<file path="config.mk">
export PLATFORM = sky130hd
export DESIGN_NAME = ps2_rx_frame
export DESIGN_NICKNAME = d
export VERILOG_FILES = /design/src/rtl/ps2_rx_frame.sv
export SDC_FILE = /design/constraint.sdc
export NUM_CORES = 1
export LEC_CHECK = 0
export CORE_AREA = 2 2 74 76
export DETAILED_ROUTE_END_ITERATION = 8
export DIE_AREA = 0 0 76 78
export PLACE_DENSITY = 0.69
export REMOVE_ABC_BUFFERS = 1
export SYNTH_ARGS = -nofsm -noshare
export SYNTH_HDL_FRONTEND = slang
export SYNTH_SLANG_ARGS = --single-unit
export TNS_END_PERCENT = 5
</file>
<file path="constraint.sdc">
create_clock -name clk -period 2.9 [get_ports clk]
set_input_delay 0.58 -clock clk [delete_from_list [all_inputs] [get_ports clk]]
set_output_delay 0.58 -clock clk [all_outputs]
set_load 0.05 [all_outputs]
</file>
<file path="src/rtl/ps2_rx_frame.sv">
// PS/2 receive front end: synchronises and glitch-filters the raw PS/2 lines,
// deframes 11-bit frames and holds the last good scan code for the display path.
module ps2_rx_frame #(
    parameter int FILTER_LEN     = 8,
    parameter int TIMEOUT_CYCLES = 50000
) (
    input  logic       clk,
    input  logic       rst_n,
    input  logic       ps2_clk,
    input  logic       ps2_data,
    output logic [7:0] data,
    output logic       data_valid,
    output logic       parity_err,
    output logic       frame_err,
    output logic       busy
);

    localparam int FW = $clog2(FILTER_LEN);
    localparam int TW = $clog2(TIMEOUT_CYCLES);
    localparam logic [FW-1:0] FLT_LAST = FW'(FILTER_LEN - 1);
    localparam logic [TW-1:0] TMO_LAST = TW'(TIMEOUT_CYCLES - 1);

    typedef enum logic [1:0] {
        ST_IDLE   = 2'd0,
        ST_DATA   = 2'd1,
        ST_PARITY = 2'd2,
        ST_STOP   = 2'd3
    } state_t;

    // Odd parity over the data byte plus the parity bit.
    function automatic logic odd_parity_ok(input logic [7:0] b, input logic p);
        return ((^b) ^ p) == 1'b1;
    endfunction

    logic          clk_s1_q, clk_s1_d, clk_s2_q, clk_s2_d;
    logic          dat_s1_q, dat_s1_d, dat_s2_q, dat_s2_d;
    logic          clk_f_q, clk_f_d;
    logic [FW-1:0] flt_cnt_q, flt_cnt_d;
    logic          fall_tick_q, fall_tick_d;

    state_t        state_q, state_d;
    logic [2:0]    bit_cnt_q, bit_cnt_d;
    logic [7:0]    shift_q, shift_d;
    logic          par_q, par_d;
    logic [TW-1:0] wdog_q, wdog_d;
    logic [7:0]    data_q, data_d;
    logic          data_valid_q, data_valid_d;
    logic          parity_err_q, parity_err_d;
    logic          frame_err_q, frame_err_d;
    logic          busy_q, busy_d;

    // Synchronisers, level filter and falling-edge detect of the filtered clock.
    always_comb begin
        clk_s1_d  = ps2_clk;
        clk_s2_d  = clk_s1_q;
        dat_s1_d  = ps2_data;
        dat_s2_d  = dat_s1_q;
        clk_f_d   = clk_f_q;
        flt_cnt_d = FW'(0);
        if (clk_s2_q != clk_f_q) begin
            if (flt_cnt_q == FLT_LAST) begin
                clk_f_d   = clk_s2_q;
                flt_cnt_d = FW'(0);
            end else begin
                flt_cnt_d = flt_cnt_q + FW'(1);
            end
        end else begin
            flt_cnt_d = FW'(0);
        end
        fall_tick_d = clk_f_q & ~clk_f_d;
    end

    // Frame sequencing, watchdog and registered result pulses.
    always_comb begin
        state_d      = state_q;
        bit_cnt_d    = bit_cnt_q;
        shift_d      = shift_q;
        par_d        = par_q;
        data_d       = data_q;
        data_valid_d = 1'b0;
        parity_err_d = 1'b0;
        frame_err_d  = 1'b0;

        if ((state_q == ST_IDLE) || fall_tick_q) begin
            wdog_d = TW'(0);
        end else begin
            wdog_d = wdog_q + TW'(1);
        end

        case (state_q)
            ST_IDLE: begin
                if (fall_tick_q && !dat_s2_q) begin
                    state_d   = ST_DATA;
                    bit_cnt_d = 3'd0;
                end else begin
                    state_d = ST_IDLE;
                end
            end
            ST_DATA: begin
                if (fall_tick_q) begin
                    shift_d   = {dat_s2_q, shift_q[7:1]};
                    bit_cnt_d = bit_cnt_q + 3'd1;
                    if (bit_cnt_q == 3'd7) begin
                        state_d = ST_PARITY;
                    end else begin
                        state_d = ST_DATA;
                    end
                end else begin
                    state_d = ST_DATA;
                end
            end
            ST_PARITY: begin
                if (fall_tick_q) begin
                    par_d   = dat_s2_q;
                    state_d = ST_STOP;
                end else begin
                    state_d = ST_PARITY;
                end
            end
            ST_STOP: begin
                if (fall_tick_q) begin
                    state_d = ST_IDLE;
                    if (!dat_s2_q) begin
                        frame_err_d = 1'b1;
                    end else if (odd_parity_ok(shift_q, par_q)) begin
                        data_d       = shift_q;
                        data_valid_d = 1'b1;
                    end else begin
                        parity_err_d = 1'b1;
                    end
                end else begin
                    state_d = ST_STOP;
                end
            end
            default: begin
                state_d = ST_IDLE;
            end
        endcase

        // A real edge in the terminal cycle keeps the frame alive.
        if ((state_q != ST_IDLE) && !fall_tick_q && (wdog_q == TMO_LAST)) begin
            state_d     = ST_IDLE;
            bit_cnt_d   = 3'd0;
            frame_err_d = 1'b1;
            wdog_d      = TW'(0);
        end else begin
            wdog_d = wdog_d;
        end

        busy_d = (state_d != ST_IDLE);
    end

    // All state registers; synchronisers and the filtered clock reset to the idle-high level.
    always_ff @(posedge clk or negedge rst_n) begin
        if (!rst_n) begin
            clk_s1_q     <= 1'b1;
            clk_s2_q     <= 1'b1;
            dat_s1_q     <= 1'b1;
            dat_s2_q     <= 1'b1;
            clk_f_q      <= 1'b1;
            flt_cnt_q    <= FW'(0);
            fall_tick_q  <= 1'b0;
            state_q      <= ST_IDLE;
            bit_cnt_q    <= 3'd0;
            shift_q      <= 8'h00;
            par_q        <= 1'b0;
            wdog_q       <= TW'(0);
            data_q       <= 8'h00;
            data_valid_q <= 1'b0;
            parity_err_q <= 1'b0;
            frame_err_q  <= 1'b0;
            busy_q       <= 1'b0;
        end else begin
            clk_s1_q     <= clk_s1_d;
            clk_s2_q     <= clk_s2_d;
            dat_s1_q     <= dat_s1_d;
            dat_s2_q     <= dat_s2_d;
            clk_f_q      <= clk_f_d;
            flt_cnt_q    <= flt_cnt_d;
            fall_tick_q  <= fall_tick_d;
            state_q      <= state_d;
            bit_cnt_q    <= bit_cnt_d;
            shift_q      <= shift_d;
            par_q        <= par_d;
            wdog_q       <= wdog_d;
            data_q       <= data_d;
            data_valid_q <= data_valid_d;
            parity_err_q <= parity_err_d;
            frame_err_q  <= frame_err_d;
            busy_q       <= busy_d;
        end
    end

    assign data       = data_q;
    assign data_valid = data_valid_q;
    assign parity_err = parity_err_q;
    assign frame_err  = frame_err_q;
    assign busy       = busy_q;

endmodule

</file>
Word-level counts from Yosys, hierarchy flattened:

Index checks and enable logic that the tools add are counted.
Widths: inputs -> output; s select.

* register bits after elaboration: 51
* input port bits: 4
* output and inout bits: 12
* logic and storage cells: 76

* add/sub/neg operators: 3
* eq/ne operators: 9
* muxes and demuxes: 29
* bitwise operators: 3
* reduce and logical (&&, ||, !) cells: 15

Operator list (count)
* $mux 16: 2
* $add 16x1->16 const B: 1
* $eq 16x16->1 const B: 1
* $mux 1: 16
* $mux 3: 5
* $mux 2: 4
* $pmux 2 s4: 1
* $reduce_xor 8->1: 1
* $add 3x1->3 const B: 2
* $eq 3x3->1 const B: 2
* $pmux 3 s2: 1
* $eq 2x2->1 const B: 2
* $reduce_and 2->1: 2
* $reduce_and 4->1: 1
* $reduce_bool 2->1: 2
* $logic_and 1x1->1: 3
* $ne 3x1->1 const B: 1
* $ne 3x3->1 const B: 1
* $reduce_and 3->1: 1
* $reduce_bool 3->1: 1
* $eq 2x1->1 const B: 1
* $logic_not 1->1: 2
* $logic_not 2->1: 1
* $and 1x1->1: 1
* other kinds (4): 4

Logic depth before layout (Yosys ltp):

* depth after elaboration: 6
* mapped depth: 8
* gate-level depth less buffers: 6

Least setup slack after synthesis:

No wires, ideal clock.

* path type: reg2reg
* start: register shift_q[2]
* end: register data_q[0], in the netlist data[0]
* setup time: 125 ps
* arrival time: 1646 ps
* required time: 2775 ps
* slack: 1129 ps
* cell stages (with the launch flop): 7
* buffers on the path: 1
* clock period less this slack: 1771 ps
* cells stage by stage: dfrtp_1 > xnor2_1 > xnor3_1 > xnor2_1 > nand2b_1 > buf_6 > mux2_4

* longest elaborated chain between the ends: 3

Ends and longest elaborated chain
* from (decl): line 43 `logic [7:0] shift_q, shift_d;`
* from (signal assigned): line 183 `shift_q <= shift_d;`
* $reduce_xor 8->1: line 32 `return ((^b) ^ p) == 1'b1;`
* $xor 1x1->1: line 32
* $reduce_and 4->1 (no source line)
* to (signal assigned): line 186 `data_q <= data_d;`
* to (decl): line 46 `logic [7:0] data_q, data_d;`

No other way between the ends.
A chain may end at the register's enable or synchronous reset.

Worst setup path in the final report:

* start: register wdog_q[0]
* end: register wdog_q[13]

* longest elaborated chain between the ends: 3
* elaborated cells between the ends (all ways): 5
* classes of those cells: add/sub (1); eq/ne (1); mux (2); reduce/logical (1)

Ends and longest elaborated chain
* from (decl): line 45 `logic [TW-1:0] wdog_q, wdog_d;`
* from (signal assigned): line 185 `wdog_q <= wdog_d;`
* $add 16x1->16 or $eq 16x16->1 (tied branches): line 87, 141
* $mux 16 or $logic_and 1x1->1 (tied branches): line 84, 141
* $mux 16 *: line 141 `if ((state_q != ST_IDLE) && !fall_tick_q && (wdog_q == TMO_LAST)) begin`
* named net wdog_d[13]: line 45

Mark *: on every way through the listed nets, which the timed path passes. The rest lies on a longest branch.

==> reports/results.ini <==
[grt]
antenna_found_initial = 0
grt_pass1_wl_um = 6078
grt_max_degree = 28
overflow = 0
track_usage_pct = 13.01
grt_pass1_vias = 1266

[logic_synthesis]
netlist_top_cells_area = dfrtp_1 (52%), dfstp_2 (5.9%), mux2_2 (5.6%)
synth_xor_area_share_pct = 9.322
ys.flop_type = dfrtp_1
synth-seq-area-share_pct = 57.91
synthCells = 178
synthSimpleGateAreaFrac_pct = 14.46
synth_top_family_by_area = simple AND/OR/NAND/NOR gates
synth_top_area_share_pct = 51.98
yosys_warnings = 0
synthArstFlopShare_pct = 100.0
synth-compound-area-share_pct = 2.316
synth_edf_count = 0
syn_area_mm2 = 0.002215
avgSynthCellArea_um2 = 12.44
synthAdderAreaFrac_pct = 2.825
synth_top_area_cell = dfrtp_1
ys_seq_elements = 51
muxShareOfSynthArea_pct = 11.02
yosysUniqueCellTypes = 34

[clock_network]
post-cts-setup-buffer-count = 0
cts_buffers = 5
tritoncts = yes
worstSkewPairLatency_ps = 310
holdBufCountCts = 0
cts-resized-gates = 0
cts_root_buf = clkbuf_8
clkTransAtPathRegs_ps = 90
cts_max_level = 2
clock-sinks = 51
clk_path_buf_depth = 2

[die]
dieWidth_um = 76
start_util_pct = 43.92
num_io_pins = 16
fp.coreArea_mm2 = 0.005042
fp.dieH_um = 78
die-area_mm2 = 0.005928
rows = 26

[timing]
final-hold-violation-count = 0
max_freq_ghz = 0.4783
worst_slew_pin_slew_ps = 585.6
whs_ps = 265.8
finalSetupTns_ps = 0
rsz0062_at_grt = false
finalCritPeriodShare_pct = 72.09
finalMaxSlewViolations = 0
relSlewSlack_pct = 60.96
skew_ps = 7.598
period_needed_ps = 2091
finalSetupViolations = 0

[setup_path]
start_kind = flop
path_cells = ha_1 -> nand4_1 -> nor4_1 -> and3_1 -> or3_1 -> nor2_1
path_max_fanout = 16
cp.arrival_ps = 2260
slowest_delay_ps = 490
crit_buf_inv = 0
setup.worst_path.class = flop to flop
crit_required_ps = 3070
crit_path_end_kind = flop
crit_family = simple AND/OR/NAND/NOR gates
cp_slowest_cell = or3_1

[finish]
mostFrequentLayoutCell = dfrtp_1
nFillCells = 421
diodes = 0
area_growth_pct = 15.25
final_cell_mix = dfrtp_1 (46), nor2_1 (22), clkdlybuf4s50_1 (14)
layout-drive-gt1-share_pct = 18.69
nNetsFinal = 206
postLayoutCoreUtil_pct = 50.62

[pwr]
cellLeakagePower_uw = 0.001177
ir_drop_mv = 0.3536
power.density_mw_per_mm2 = 513.8

[routing]
routedWlPerCell_um = 12.81
drtIter0Drc = 45
ant_nets = 0
wl_um = 3433
vias = 1301
route.detailed.drc = 0
drtPass1Iterations = 4
vias_per_cell = 4.854

[placed_design]
hpwlAfterDp_um = 2423
place.gp.congestion = 0.7488
io_buffer_count = 15

[min_path]
min_path_type = input port to async pin

[status]
status = complete, no violations

[job]
max_cap_viol_count = 0

==> worst reg2reg max path: stages, from the launching register on <==
cell	delay, ps
dfrtp_1	380
ha_1	280
nand4_1	180
nor4_1	230
and3_1	270
or3_1	490
nor2_1	110
==> final timing paths <==
check / from / to / slack (ps) / cells after the start
min reg2reg: dat_s1_q / dat_s2_q / 360 / 0
max in group asynchronous: rst_n / shift_q[0] / 2040 / 2
min: rst_n / wdog_q[0] / 270 / 1
min in group clk: dat_s1_q / dat_s2_q / 360 / 0
max reg2reg: wdog_q[0] / wdog_q[13] / 810 / 6
max: wdog_q[0] / wdog_q[13] / 810 / 6
==> metal layers <==
metal	vias up	share of wire (%)	global-route usage, %
met2	23	46	19.38
met5	-	0	0
met4	0	1.7	5.455
met1	634	49	18.26
li1	638	-	-
met3	6	3.7	3.140
==> cells by family after synthesis <==
group / count (synthesis)
AO/OA/AOI/OAI: 8
XOR/XNOR: 22
adder cells (fa/ha/maj): 5
buffers and inverters: 10
flip-flops: 51
multiplexers: 19
AND/OR/NAND/NOR: 63
==> per-stage QoR <==
step / cells / instance area [um^2] / worst slack [ps] / power (uW)
floorplan: 172 / 2182 / 986.2 / 799.9
CTS: 268 / 2552 / 798.8 / 1332
global route: 268 / 2552 / 617.2 / 1384
finish: 268 / 2552 / 809.4 / 1312
global placement: 260 / 2437 / 857.2 / 826.6
detailed placement: 260 / 2437 / 836.3 / 829.7
==> power by group <==
| part | leakage [uW] | total [uW] | switching, uW | internal, uW |
|---|---|---|---|---|
| Sequential | 0.000693 | 756 | 13.3 | 742 |
| Combinational | 0.000429 | 57.2 | 30.2 | 26.9 |
| Clock | 0.0000548 | 499 | 239 | 260 |
==> final cells by class <==
cell class                 count  area (um^2)  area share, %
timing repair buffer          18        167.7          6.569
multi-input combinational    117        884.6          34.66
clock inverter                 3        46.29          1.814
clock buffer                   5        68.82          2.696
sequential                    51         1282          50.25
tap                           70        87.58          3.431
inverter                       4        15.01         0.5882
==> synth_stat cells, types with 2 or more instances <==
master / count
dfrtp_1: 46
nand4_1: 3
clkbuf_1: 3
nor3_1: 2
and2_1: 3
nand2_1: 6
mux2_2: 11
nand2b_1: 3
a22o_1: 2
ha_1: 5
nor2_1: 22
o21ai_0: 2
a21oi_1: 2
inv_1: 4
xnor2_1: 11
nor4_1: 3
dfstp_2: 5
and3_1: 3
mux2_4: 8
and4_1: 2
nand3_1: 10
xor2_1: 10
==> registers in the layout, summed over array words and instances (netlist names) <==
register,count
data_valid,1
data,8
flt_cnt_q,3
wdog_q,16
parity_err,1
shift_q,8
state_q,2
par_q,1
frame_err,1
clk_s1_q,1
busy,1
dat_s1_q,1
fall_tick_q,1
clk_s2_q,1
clk_f_q,1
dat_s2_q,1
bit_cnt_q,3
Note: power is estimated with default switching activity, not from simulation.
==> RTL change (same settings) <==
Change the parameter `FILTER_LEN` from 8 to 16.
--- a/src/rtl/ps2_rx_frame.sv
+++ b/src/rtl/ps2_rx_frame.sv
@@ -1,7 +1,7 @@
 // PS/2 receive front end: synchronises and glitch-filters the raw PS/2 lines,
 // deframes 11-bit frames and holds the last good scan code for the display path.
 module ps2_rx_frame #(
-    parameter int FILTER_LEN     = 8,
+    parameter int FILTER_LEN     = 16,
     parameter int TIMEOUT_CYCLES = 50000
 ) (
     input  logic       clk,
Function: no difference found for any inputs over 10 cycles, from zero or initial values and one cycle with rst_n low; that may be too few to reach the edited logic, so the function may still have changed.
==> RTL change against the original RTL <==
  * Fmax up 2.3%
  * Critical endpoint is now data[7]
  * Highest routed layer unchanged
  * Synthesized area up 2.3%
  * Setup slack better by 46 ps
  * Sequential cell count up 1
  * Routed wire length down 6.7%
  * Final cell count up 2.6%
  * Count of clock-buffer cells in the layout up 2
  * Global-route usage down 0.59 points
  * Design area up 0.59%
Power is not compared: it rests on default switching activity, and its combinational part moved more than twofold at a synthesized area within 25%.
==> RTL change: results (changes against the original RTL) <==
* Outcome: finished, final reports clean (unchanged)
* Iter 0 DRT Violations at 48 (was 45)
* Share of cells above drive strength 1 at 0.156 (was 0.187)
* Layout Cells excl Fill at 275 (was 268)
* Count of cell types in the netlist at 31 (was 34)
* Sequential-to-total area share from yosys stat at 0.577 (was 0.579)
* Element type at the critical path end: primary output (was register)
* Max clock buf depth at 2 (unchanged)
* Tightest Pin Transition at 828 ps (was 586 ps)
* CP arrival at 1460 ps (was 2260 ps)
* Via Count at 1336 (was 1301)
* Final Skew at 6.37 ps (was 7.60 ps)
* Filler cells at 450 (was 421)
* Placement Setup Slack at 843 ps (was 836 ps)
* Final Instance Area at 0.00257 mm² (was 0.00255 mm²)
* First-pass GRT wire length at 5.98 mm (was 6.08 mm)
* Syn Inst Count at 187 (was 178)
* Routed WL at 3.20 mm (was 3.43 mm)
* Met2 usage at 0.210 (was 0.194)
* Largest net degree at the start of global routing at 53 (was 28)
* Post-placement cell count at 267 (was 260)
* Final #Nets at 212 (was 206)
* Largest delay contributor family on the critical path: buffers and inverters (was simple AND/OR/NAND/NOR gates)
* Max incr delay on CP at 800 ps (was 490 ps)
* Crit Path Max Fanout at 2 (was 16)
* Leak at between 1 and 1.5 nW
* Worst Hold Class: register to register (was input port to async pin)
* Dpl cell area at 0.00247 mm² (was 0.00244 mm²)
* RePlAce Congestion at 0.783 (was 0.749)
* Met1 Use GR at 0.153 (was 0.183)
==> RTL change: routing by layer <==
metal	up-vias	wire length [µm]
li1	664	-
met1	650	1550
met2	17	1500
met3	5	102
met4	0	46
met5	-	0
==> RTL change: worst paths after layout <==
check / depth (start not counted) / startpoint / slack (ps) / end
worst max-delay path: 1 / data[7] / 860 / data[7]
worst min-delay path: 0 / dat_s1_q / 360 / dat_s2_q
worst max register to register: 5 / shift_q[6] / 860 / data[6]
worst min register to register: 0 / dat_s1_q / 360 / dat_s2_q
max in group asynchronous: 2 / rst_n / 2110 / wdog_q[15]
min in group asynchronous: 2 / rst_n / 380 / data_valid
==> RTL change: cell families after synthesis <==
family          share of synthesized area
fa+ha+maj                          0.0221
xor+xnor                           0.0950
mux                                 0.103
simple gates                        0.146
flops                               0.577
compound gates                     0.0343
buf+inv                            0.0221
==> RTL change: cell type report <==
| type | instances | area share |
|---|---|---|
| flip-flops and latches | 52 | 0.509 |
| well taps | 70 | 0.0341 |
| multi-input cells | 124 | 0.353 |
| clock buffers | 7 | 0.0336 |
| repair buffers | 16 | 0.0595 |
| inverters | 5 | 0.00731 |
| clock inverters | 1 | 0.00292 |
==> RTL change: power breakdown <==
group | total [W] | internal (W) | switching, W | leakage (nW)
Combinational | 0.0000255 | 0.00000827 | 0.0000173 | 0.446
Clock | 0.000414 | 0.000194 | 0.000220 | 0.0445
Sequential | 0.000738 | 0.000733 | 0.00000530 | 0.707
